## src/rtl/pic_host_bus_master.sv

```systemverilog
// CPU-side bus master for an 8259A-style PIC: register access takes 3+PULSE_CYCLES clocks to rsp_valid, INTA takes 2*PULSE+GAP+1 to vec_valid.
// Backpressure: cmd_ready is low whenever the master is busy or an enabled interrupt is pending; started sequences always run to completion.
module pic_host_bus_master #(
  parameter int PULSE_CYCLES = 2,
  parameter int GAP_CYCLES   = 2
) (
  input  logic       clk,
  input  logic       reset,
  input  logic       cmd_valid,
  output logic       cmd_ready,
  input  logic       cmd_write,
  input  logic       cmd_a0,
  input  logic [7:0] cmd_data,
  output logic       rsp_valid,
  output logic [7:0] rsp_data,
  input  logic       int_en,
  input  logic       INT,
  output logic       vec_valid,
  output logic [7:0] vec_data,
  output logic       busy,
  output logic       CS_n,
  output logic       RD_n,
  output logic       WR_n,
  output logic       INTA_n,
  output logic       A0,
  output logic [7:0] d_out,
  output logic       d_oe,
  input  logic [7:0] d_in
);

  localparam int MAX_CYCLES = (PULSE_CYCLES > GAP_CYCLES) ? PULSE_CYCLES : GAP_CYCLES;
  localparam int CW = $clog2(MAX_CYCLES + 1);

  typedef enum logic [2:0] {
    IDLE, SETUP, STROBE, HOLD, INTA1, GAP, INTA2, DONE
  } state_t;

  state_t        state;
  logic [CW-1:0] cnt;
  logic          last;
  logic          wr_q;
  logic [7:0]    rd_byte;

  assign last      = (cnt == CW'(1));
  assign busy      = (state != IDLE);
  assign cmd_ready = (state == IDLE) && !(int_en && INT) && !reset;

  always_ff @(posedge clk) begin
    if (reset) begin
      state     <= IDLE;
      cnt       <= '0;
      wr_q      <= 1'b0;
      rd_byte   <= 8'h00;
      CS_n      <= 1'b1;
      RD_n      <= 1'b1;
      WR_n      <= 1'b1;
      INTA_n    <= 1'b1;
      A0        <= 1'b0;
      d_out     <= 8'h00;
      d_oe      <= 1'b0;
      rsp_valid <= 1'b0;
      rsp_data  <= 8'h00;
      vec_valid <= 1'b0;
      vec_data  <= 8'h00;
    end else begin
      rsp_valid <= 1'b0;
      vec_valid <= 1'b0;
      case (state)
        IDLE: begin
          // Interrupt acknowledge wins over a waiting command.
          if (int_en && INT) begin
            state  <= INTA1;
            INTA_n <= 1'b0;
            cnt    <= CW'(PULSE_CYCLES);
          end else if (cmd_valid) begin
            state <= SETUP;
            wr_q  <= cmd_write;
            CS_n  <= 1'b0;
            A0    <= cmd_a0;
            d_oe  <= cmd_write;
            d_out <= cmd_write ? cmd_data : 8'h00;
          end
        end
        SETUP: begin
          state <= STROBE;
          cnt   <= CW'(PULSE_CYCLES);
          if (wr_q) WR_n <= 1'b0;
          else      RD_n <= 1'b0;
        end
        STROBE: begin
          if (last) begin
            state <= HOLD;
            RD_n  <= 1'b1;
            WR_n  <= 1'b1;
            if (!wr_q) rd_byte <= d_in;
          end else begin
            cnt <= cnt - CW'(1);
          end
        end
        HOLD: begin
          state     <= IDLE;
          CS_n      <= 1'b1;
          d_oe      <= 1'b0;
          d_out     <= 8'h00;
          rsp_valid <= 1'b1;
          rsp_data  <= wr_q ? 8'h00 : rd_byte;
        end
        INTA1: begin
          if (last) begin
            state  <= GAP;
            INTA_n <= 1'b1;
            cnt    <= CW'(GAP_CYCLES);
          end else begin
            cnt <= cnt - CW'(1);
          end
        end
        GAP: begin
          if (last) begin
            state  <= INTA2;
            INTA_n <= 1'b0;
            cnt    <= CW'(PULSE_CYCLES);
          end else begin
            cnt <= cnt - CW'(1);
          end
        end
        INTA2: begin
          if (last) begin
            state     <= DONE;
            INTA_n    <= 1'b1;
            vec_data  <= d_in;
            vec_valid <= 1'b1;
          end else begin
            cnt <= cnt - CW'(1);
          end
        end
        DONE:    state <= IDLE;
        default: state <= IDLE;
      endcase
    end
  end

endmodule

```

## config.mk

```make
export PLATFORM = sky130hd
export DESIGN_NAME = pic_host_bus_master
export DESIGN_NICKNAME = d
export VERILOG_FILES = /design/src/rtl/pic_host_bus_master.sv
export SDC_FILE = /design/constraint.sdc
export NUM_CORES = 1
export LEC_CHECK = 0
export BUFFER_PORTS_ARGS = -buffer_cell sky130_fd_sc_hd__buf_2
export CORE_MARGIN = 2
export CORE_UTILIZATION = 28
export DETAILED_ROUTE_END_ITERATION = 7
export HOLD_SLACK_MARGIN = 0.12
export PLACE_DENSITY = 0.59
export SLEW_MARGIN = 40
export SYNTH_ARGS = -nofsm -noshare
export SYNTH_HDL_FRONTEND = slang
export SYNTH_SLANG_ARGS = --single-unit
```

## constraint.sdc

```tcl
create_clock -name clk -period 2.2 [get_ports clk]
set_input_delay 0.44 -clock clk [delete_from_list [all_inputs] [get_ports clk]]
set_output_delay 0.44 -clock clk [all_outputs]
set_load 0.01 [all_outputs]
```

==> results summary <==
The run finished with clean final reports. The clock drives 46 sinks. The maximum number of pins on one net before global-route repair came out at 25. The critical path goes through inv_1 -> ha_4 -> nor2b_4 -> inv_1 -> nor3_1 -> buf_2. The beginning of the worst hold path is d_in[5]. The number of nets at the end of the flow is about 320. The delay contributed by the slowest stage of the critical path is about 0.39 ns. The final wirelength came out at between 4000 and 5000 um. The clock network latency to the later pin of the worst-skew pair is about 0.3 ns. The via count of the first global-routing pass is between 1500 and 2000. The static power due to leakage is approximately 1 nW.

The hold violation total from the final report came to 0. The H-tree was split into 2 levels. The chip height is ~89 um.

The weighted congestion reported at the end of routability-driven placement is approximately 0.79. The maximum frequency from static timing analysis is 0.494 GHz. Along the worst hold path, the cell count comes to 3.

The register area share after synthesis came out at approximately 46%. The residual DRC count is 0. The worst setup slack for register-to-register paths came out at approximately 0.23 ns. The number of post-CTS setup repair buffers came out at 0. The power after layout is 0.00239 W. The highest ir drop seen on vdd is approximately 240 uV.

Setup repair after global routing left no endpoint under its margin. The power density over cell area came out at around 970 mW/mm2. The starting density of the core is between 20% and 30%. In this run the critical register-to-register path is captured at state[0]$_SDFFE_PP0P_. Setup violations remaining at the end of the flow were counted as 0. The total global routing overflow is 0. The number of nets still failing antenna checks after routing came out at 0. The layout filler cell count came out at slightly above 700. The number of slew-limit violations in the final report is 0. The instance area after placement is about 0.0024 mm2.

The synthesized area divided by synthesized cell count came out at about 8.5 um2. The first global-routing pass estimated 7570 um of wire. Clock skew on the completed layout was measured at about 0.0093 ns. The unique cell type count in the Yosys netlist is 38.

For the pin with the worst max-slew slack, the measured transition is between 0.5 and 0.6 ns. After routing the design area is approximately 0.0025 mm2. Clock tree synthesis inserted a total of 5 buffers.

The area growth from synthesis to layout is 23.0%. In this design, the critical path's most frequently occurring cell is inv_1. The overall track demand over capacity in global routing came out at between 10% and 20%. The floorplan core area is a little under 0.007 mm2.

The startpoint identified for the worst register-to-register timing path is state[1]$_SDFFE_PP0P_. After synthesis the netlist holds a flip-flop and latch count of 46. The number of DRC markers in iteration 0 is between 70 and 80. The data arrival time of the worst path came out at roughly 1.6 ns. The worst hold path terminates at vec_data[5]$_SDFFE_PP0P_. The per-cell via count in the routed design came out at roughly 4.6. The placed wire-length estimate after detailed placement is 3410 um. The sum of negative setup slack came out at 0 ns. The required time of the critical path is roughly 1.8 ns. In the layout the commonest cells are buf_2, dfxtp_1, a21oi_1, nor2_1, nand2_1.

The class of the most critical setup path is reg -> out. The relative max-transition margin is between 60% and 70%. The number of port buffers is 56. The number of placed I/O pins is 57.

The CTS root buffer is clkbuf_8. The synthesized netlist occupies a cell area of 0.00201 mm2. Clock-pin slew was measured on the worst setup and hold paths at about 0.08 ns. The die footprint is roughly 0.008 mm2. The max capacitance violation total is 0. The number of cells on the worst reg-to-reg path came out at 6. The final critical-path required period came out at 2.02 ns. In this run, post-CTS hold repair placed 0 buffers. The count of TritonRoute iterations in the first routing pass came out at 6. The number of nets produced by synthesis came out at between 200 and 300. The width of the die is between 80 and 90 um. Counting along the longest clock path gives a buffer depth of 2. The count of antenna diodes in the layout came out at 0.

After floorplanning, the core was divided into 30 placement rows. The sort of element at the start of the critical path is a register. Leaving out fill and tap cells, the most frequent cell in the layout is buf_2. In this run the worst hold path is classified as in -> reg. The via count came out at ~1800. The TritonCTS clock tree is yes. The final cycle utilization of the critical path came out at between 90% and 100%. The count of yosys warnings during synthesis came out at 0. The peak fanout along the critical path is 8. The post-cts sizing count is 0. The layout cell share with drive strength beyond 1 came out at between 20% and 30%. Among all stages on the critical path, the largest delay is contributed by dfxtp_1. STA classifies the critical path endpoint as an output pin. After detailed routing, the average wire length per cell comes to 12.6 um. The initial antenna violation count is 0. The synthesized instance count is 235.
state kept, by name, indices dropped and copies added, names as in the netlist:
register,flops
RD_n,1
state,3
d_out,8
WR_n,1
d_oe,1
vec_data,8
rsp_data,8
wr_q,1
vec_valid,1
CS_n,1
rd_byte,8
INTA_n,1
rsp_valid,1
cnt,2
A0,1
how the worst max path moves through the flow:
| stage | startpoint | slack, ns | to |
|---|---|---|---|
| 3_3_place_gp | state[1]$_SDFFE_PP0P_ | 0.20 | state[0]$_SDFFE_PP0P_ |
| 2_1_floorplan | state[1]$_SDFFE_PP0P_ | 0.46 | state[0]$_SDFFE_PP0P_ |
| 6_report | state[1]$_SDFFE_PP0P_ | 0.18 | cmd_ready |
| 3_5_place_dp | state[1]$_SDFFE_PP0P_ | 0.18 | state[0]$_SDFFE_PP0P_ |
| 4_1_cts | state[0]$_SDFFE_PP0P_ | 0.02 | cmd_ready |
| 5_1_grt | state[1]$_SDFFE_PP0P_ | 0.0009 | cmd_ready |
layout make-up:
type                            instances  area, um2  area share (%)
Clock inverter                          2       13.8           0.558
Clock buffer                            6       72.6            2.94
Inverter                                8       30.0            1.22
Tap cell                               96        120            4.87
Multi-Input combinational cell        164        992            40.2
Sequential cell                        46        921            37.3
Timing Repair Buffer                   61        318            12.9
cells by family after synthesis:
group / synth area share [%]
multiplexers: 5.49
AND/OR/NAND/NOR: 21.6
buffers and inverters: 5.55
adder cells (fa/ha/maj): 4.99
flip-flops: 45.9
AO/OA/AOI/OAI: 16.5
synth_stat cells, drive strengths merged:
library cell	instances	area, um2
a211oi	1	7.51
a21oi	28	140
a221oi	2	17.5
a22o	1	8.76
a311oi	1	8.76
a31oi	1	6.26
and2	2	12.5
and3	2	12.5
buf	7	43.8
clkbuf	10	37.5
dfxtp	46	921
ha	8	100
inv	8	30.0
mux2i	11	110
nand2	24	90.1
nand2b	3	18.8
nand3	10	50.1
nor2	28	105
nor2b	2	20.0
nor3	2	10.0
nor3b	8	60.1
nor4	2	27.5
o211ai	1	7.51
o21a	1	7.51
o21ai	16	80.1
o22ai	2	12.5
o311ai	1	8.76
o31a	1	8.76
o31ai	1	7.51
o32ai	1	8.76
or3	3	18.8
or4	1	7.51
report_power, final:
part           switching [W]  internal (W)
Clock               0.000283      0.000224
Combinational       0.000489      0.000357
Sequential          0.000116      0.000920
Total               0.000888       0.00150
layer usage:
metal  part of all wire, %  vias up  GRT usage, %
met5                     0        -             0
met4                   2.1        0          6.34
met3                   5.3        9          3.54
met2                    45       54          19.5
met1                    48      781          16.0
li1                      -      910             -
worst max-delay path: cells and delay by family, from the launching register on:
family	cells	cell delay, ns
adders and majority gates	1	0.19
buffers and inverters	3	0.37
DFF	1	0.39
and+or+nand+nor	2	0.34
per-stage QoR:
stage | cells | utilization [%] | hold slack [ns] | setup slack, ns
after detailed placement | 375 | 34.4 | 0.455 | 0.179
after global placement | 375 | 34.4 | 0.446 | 0.202
after floorplan | 235 | - | 0.452 | 0.463
after global routing | 383 | 35.9 | 0.375 | 0.000879
after CTS | 383 | 35.6 | 0.370 | 0.0234
final | 383 | 35.9 | 0.385 | 0.176
Note: power is estimated with default switching activity, not from simulation.
